==> src/rtl/button_debouncer_if.sv <==
// Button bundle between the raw pins and the debouncer: raw pin levels in,
// debounced level and per-channel busy flags out.
interface button_debouncer_if #(
  parameter int unsigned NUM_BTN = 4
);
  logic [NUM_BTN-1:0] btn_raw;
  logic [NUM_BTN-1:0] btn_level;
  logic [NUM_BTN-1:0] btn_busy;

  modport master (
    output btn_raw,
    input  btn_level,
    input  btn_busy
  );

  modport slave (
    input  btn_raw,
    output btn_level,
    output btn_busy
  );
endinterface

==> src/rtl/button_debouncer.sv <==
// Per-channel push-button conditioning: 2-FF synchroniser, polarity normalisation and a
// 4-state debounce FSM that needs DEBOUNCE_CYCLES consecutive samples to accept a change.
module button_debouncer #(
  parameter int unsigned NUM_BTN         = 4,
  parameter int unsigned DEBOUNCE_CYCLES = 500000,
  parameter int unsigned CNT_W           = 19,
  parameter bit          ACTIVE_LOW      = 1'b1
) (
  input  logic                clk,
  input  logic                reset,
  button_debouncer_if.slave   btn
);

  typedef enum logic [1:0] {
    StReleased,
    StPressWait,
    StPressed,
    StReleaseWait
  } state_e;

  localparam logic [NUM_BTN-1:0] RelVal  = ACTIVE_LOW ? {NUM_BTN{1'b1}} : {NUM_BTN{1'b0}};
  localparam logic [CNT_W-1:0]   CntLast = CNT_W'(DEBOUNCE_CYCLES - 1);
  localparam logic [CNT_W-1:0]   CntOne  = CNT_W'(1);

  logic [NUM_BTN-1:0] sync1_q;
  logic [NUM_BTN-1:0] sync2_q;
  logic [NUM_BTN-1:0] pressed;
  logic [NUM_BTN-1:0] level_vec;
  logic [NUM_BTN-1:0] busy_vec;

  // Reset loads the released pin value so no phantom press follows reset.
  always_ff @(posedge clk) begin
    if (reset) begin
      sync1_q <= RelVal;
      sync2_q <= RelVal;
    end else begin
      sync1_q <= btn.btn_raw;
      sync2_q <= sync1_q;
    end
  end

  assign pressed = ACTIVE_LOW ? ~sync2_q : sync2_q;

  for (genvar i = 0; i < NUM_BTN; i++) begin : gen_ch
    state_e           state_q, state_d;
    logic [CNT_W-1:0] cnt_q, cnt_d;
    logic             level_q, level_d;
    logic             busy_q, busy_d;

    always_comb begin
      state_d = state_q;
      cnt_d   = '0;
      unique case (state_q)
        StReleased: begin
          if (pressed[i]) begin
            state_d = StPressWait;
            cnt_d   = CntOne;
          end
        end
        StPressWait: begin
          if (!pressed[i]) begin
            state_d = StReleased;
          end else if (cnt_q == CntLast) begin
            state_d = StPressed;
          end else begin
            cnt_d = cnt_q + CntOne;
          end
        end
        StPressed: begin
          if (!pressed[i]) begin
            state_d = StReleaseWait;
            cnt_d   = CntOne;
          end
        end
        StReleaseWait: begin
          if (pressed[i]) begin
            state_d = StPressed;
          end else if (cnt_q == CntLast) begin
            state_d = StReleased;
          end else begin
            cnt_d = cnt_q + CntOne;
          end
        end
        default: state_d = StReleased;
      endcase
    end

    // Outputs are decoded from the next state so they move on the same edge as the FSM.
    always_comb begin
      level_d = (state_d == StPressed) || (state_d == StReleaseWait);
      busy_d  = (state_d == StPressWait) || (state_d == StReleaseWait);
    end

    always_ff @(posedge clk) begin
      if (reset) begin
        state_q <= StReleased;
        cnt_q   <= '0;
        level_q <= 1'b0;
        busy_q  <= 1'b0;
      end else begin
        state_q <= state_d;
        cnt_q   <= cnt_d;
        level_q <= level_d;
        busy_q  <= busy_d;
      end
    end

    assign level_vec[i] = level_q;
    assign busy_vec[i]  = busy_q;
  end

  assign btn.btn_level = level_vec;
  assign btn.btn_busy  = busy_vec;

endmodule

==> src/flat_wrapper.sv <==
// flat-port wrapper written by rule: the top's interface ports become plain ports
module button_debouncer_flat 
#(
  parameter int unsigned NUM_BTN         = 4,
  parameter int unsigned DEBOUNCE_CYCLES = 500000,
  parameter int unsigned CNT_W           = 19,
  parameter bit          ACTIVE_LOW      = 1'b1
)
  (clk, reset, btn_btn_raw, btn_btn_level, btn_btn_busy);
  button_debouncer_if #(.NUM_BTN(NUM_BTN)) btn_i ();
  input  logic clk;
  input  logic reset;
  input wire logic [$bits(btn_i.btn_raw)-1:0] btn_btn_raw;
  output wire logic [$bits(btn_i.btn_level)-1:0] btn_btn_level;
  output wire logic [$bits(btn_i.btn_busy)-1:0] btn_btn_busy;
  assign btn_i.btn_raw = btn_btn_raw;
  assign btn_btn_level = btn_i.btn_level;
  assign btn_btn_busy = btn_i.btn_busy;
  button_debouncer #(.NUM_BTN(NUM_BTN), .DEBOUNCE_CYCLES(DEBOUNCE_CYCLES), .CNT_W(CNT_W), .ACTIVE_LOW(ACTIVE_LOW)) u_core (.clk(clk), .reset(reset), .btn(btn_i));
endmodule
==> config.mk <==
export PLATFORM = sky130hd
export DESIGN_NAME = button_debouncer_flat
export DESIGN_NICKNAME = d
export VERILOG_FILES = /design/src/rtl/button_debouncer_if.sv /design/src/rtl/button_debouncer.sv /design/src/flat_wrapper.sv
export SDC_FILE = /design/constraint.sdc
export NUM_CORES = 1
export LEC_CHECK = 0
export ABC_AREA = 1
export CORE_ASPECT_RATIO = 1.1
export CORE_MARGIN = 2
export CORE_UTILIZATION = 46
export DETAILED_ROUTE_END_ITERATION = 10
export SLEW_MARGIN = 20
export SYNTH_ARGS = -nofsm -noshare
export SYNTH_HDL_FRONTEND = slang
export SYNTH_SLANG_ARGS = --single-unit
==> constraint.sdc <==
create_clock -name clk -period 1.5 [get_ports clk]
set_input_delay 0.15 -clock clk [delete_from_list [all_inputs] [get_ports clk]]
set_output_delay 0.15 -clock clk [all_outputs]
set_load 0.01 [all_outputs]
==> flow_summary.toml <==
[placed_design]
finalWeightedCongestion = 0.822
hpwl_um = 6560
io_buffers = 13

[final_layout]
multiInputGateArea_um2 = 2360
layout-drive-gt1-share = 0.169
seq_area_um2 = 1930
diodes = 0
layout.nets = 722
fill_cells = 969
area_growth_pct = 17.2

[grt]
first_global_vias = 3643
top_usage_layer = "met2"
use_met3 = 0.0378
gr-usage-met1 = 0.213
track_usage = 0.171
grt_max_degree = 17
grt_pass1_wl_um = 15100
gr-total-overflow = 0
antenna_found_initial = 0
grt_use_met2 = 0.291

[timing]
clock_skew_ns = 0.00701
tightest_slew_ns = 0.342
finalCritPeriodShare = 0.955
timing.fmax_ghz = 0.698
finalHoldViolations = 0
fin_setup_tns_ns = 0
rsz0062_at_grt = "no"
final.min_clock_period_ns = 1.43
slew_headroom = 0.771
whs_ns = 0.340
setup_viol = 0
slew_violations = 0

[critical_path]
cp.depth = 1
r2r_slack_ns = 0.10
r2r-end = "u_core.gen_ch[2].cnt_q[16]"
critPathCapture = "btn_btn_busy[1]"
cp_num_buf_inv = 1
reg2regPathDepth = 9
crit_required_ns = 1.35
crit_chain = "clkdlybuf4s50_1"
critPathKind = "reg -> out"
crit_fanout = 4
arrival_ns = 1.28
worst_setup_path_start_kind = "flip-flop"
critical-path-max-stage-delay_ns = 0.54
r2r-start = "u_core.gen_ch[2].cnt_q[0]"
cpMaxStageDelayCell = "clkdlybuf4s50_1"
startpoint = "u_core.gen_ch[1].busy_q"
critPathTopFamily = "buffers and inverters"
critPathCaptureType = "output port"

[floorplan]
start_util = 0.470
core-area_um2 = 9790
rows = 38
num_io_pins = 14
fp.dieH_um = 109
die-area_um2 = 10800
dieWidth_um = 99.4

[detailed_routing]
wl_um = 8790
drc_errors = 0
vias_per_cell = 4.79
ant_nets = 0
first_iter_violations = 140
vias = 4012
wl_per_cell_um = 10.5
firstDrtPassIters = 5

[synthesis]
synth_top_family_by_area = "simple AND/OR/NAND/NOR gates"
synth_cells = 664
synth_compound_area_frac = 0.0269
synth.ff_latch_count = 96
yosysSeqAreaShare = 0.417
synth_fa_ha_area_frac = 0.0109
synth_xor_area_frac = 0.0646
syn_area_per_cell_um2 = 6.94
ys_types = 32
synth_simple_gate_area_frac = 0.390
synth_nets = 674
synthMuxAreaShare = 0
syn_area_um2 = 4610
ys_warn_count = 0

[power_and_ir_drop]
leakage_nw = 2.04
peakVddDrop_v = 0.000390
p_total_mw = 4.31
p_per_area_nw_per_um2 = 798

[clocking]
htreeDepth = 3
cts_hold_buf = 0
cts_root_buf = "clkbuf_8"
clkLatencyLatePin_ns = 0.36
clk_pin_slew_ns = 0.09
clock_tree.buffer_depth = 2
cts_buffers = 9
tritoncts = "done"
clock_sinks = 96

[min_path]
min_path_type = "in -> reg"

[status]
outcome = "finished, final reports clean"

[run]
drv_cap = 0
## through the flow
stage,instances,util,setup WS (ns),cell area (µm²)
floorplan,664,-,0.0848,4610
global placement,819,0.518,-0.00113,5080
detailed placement,819,0.518,-0.0397,5080
CTS,835,0.539,0.00153,5280
global route,837,0.551,0.00319,5400
finish,837,0.551,0.0677,5400
## timing repair
action / in CTS / in global routing
gates resized for setup: 3 / 37
setup endpoints to repair: 5 / 61
gates cloned: 0 / 0
buffers inserted: 0 / 2
pin swaps: 0 / 5
## registers in the layout, indices dropped and copies added, names as in the netlist
signal / flops
u_core.gen_ch.state_q: 6
u_core.sync2_q: 4
u_core.gen_ch.busy_q: 2
u_core.gen_ch.cnt_q: 76
u_core.sync1_q: 4
u_core.gen_ch.level_q: 4
## cells by family after synthesis
family                   after synthesis
buffers and inverters                 98
AND/OR/NAND/NOR                      410
XOR/XNOR                              34
adder cells (fa/ha/maj)                4
AO/OA/AOI/OAI                         22
flip-flops                            96
## cells in the mapped netlist
cell | count | area, µm²
nor4_1 | 1 | 6.26
nand3_2 | 1 | 10.0
inv_2 | 2 | 7.51
a21oi_2 | 1 | 8.76
buf_2 | 1 | 5.00
inv_1 | 82 | 308
a21oi_1 | 13 | 65.1
buf_6 | 1 | 11.3
nand3_1 | 57 | 285
nor3_1 | 28 | 140
nand3b_1 | 1 | 7.51
nand2_1 | 135 | 507
ha_1 | 4 | 50.1
nor2_1 | 145 | 544
o21ai_0 | 3 | 15.0
xor2_1 | 24 | 210
o21ai_2 | 1 | 8.76
or2_2 | 9 | 56.3
nand4_1 | 8 | 50.1
nor3b_1 | 2 | 15.0
dfxtp_1 | 96 | 1920
xnor2_1 | 10 | 87.6
nor2_4 | 4 | 45.0
buf_4 | 11 | 82.6
nor2_2 | 13 | 81.3
nor3_2 | 1 | 10.0
and3_1 | 1 | 6.26
clkinv_2 | 1 | 5.00
nand2_2 | 3 | 18.8
nor3b_2 | 1 | 12.5
a21o_1 | 1 | 7.51
a31oi_1 | 3 | 18.8
## layer usage
layer | vias to the layer above | wire length [µm] | share of wire
met1 | 1801 | 4270 | 0.49
met4 | 0 | 114 | 0.013
met3 | 8 | 252 | 0.029
met2 | 50 | 4160 | 0.47
met5 | - | 0 | 0
li1 | 2153 | - | -
## final cells by class
cell class | count | area share
well taps | 120 | 0.0278
clock inverters | 7 | 0.0130
inverters | 85 | 0.0598
flip-flops and latches | 96 | 0.358
repair buffers | 50 | 0.0811
clock buffers | 9 | 0.0229
multi-input cells | 470 | 0.438
## power by group
part | leakage, nW | switching, mW | internal (mW)
combinational | 1.17 | 0.0285 | 0.0401
clock | 0.0994 | 0.900 | 0.770
sequential | 0.779 | 0.00933 | 2.56
## how the worst min path moves through the flow
stage | from | endpoint | slack [ns] | cells after the start
CTS | btn_btn_raw[2] | u_core.sync1_q[2] | 0.32 | 2
global route | btn_btn_raw[1] | u_core.sync1_q[1] | 0.33 | 2
global placement | u_core.sync1_q[2] | u_core.sync2_q[2] | 0.40 | 1
detailed placement | u_core.sync1_q[3] | u_core.sync2_q[3] | 0.39 | 1
floorplan | btn_btn_raw[0] | u_core.sync1_q[0] | 0.25 | 1
finish | btn_btn_raw[2] | u_core.sync1_q[2] | 0.34 | 2
## cell usage in the layout, fill, tap and decap left out, drive strengths merged
cell type        n
and3             1
nor3b            3
clkdlybuf4s50   11
nor4             1
nor2           162
inv             85
dfxtp           96
a21oi           14
xnor2           10
buf             37
xor2            24
bufinv           1
clkinv           5
clkbuf           9
ha               4
clkinvlp         1
nand4            8
a21o             1
o21ai            4
or2              9
nand2          138
nor3            29
dlymetal6s2s     2
a31oi            3
nand3b           1
nand3           58
Power figures use the tool's default switching activity.
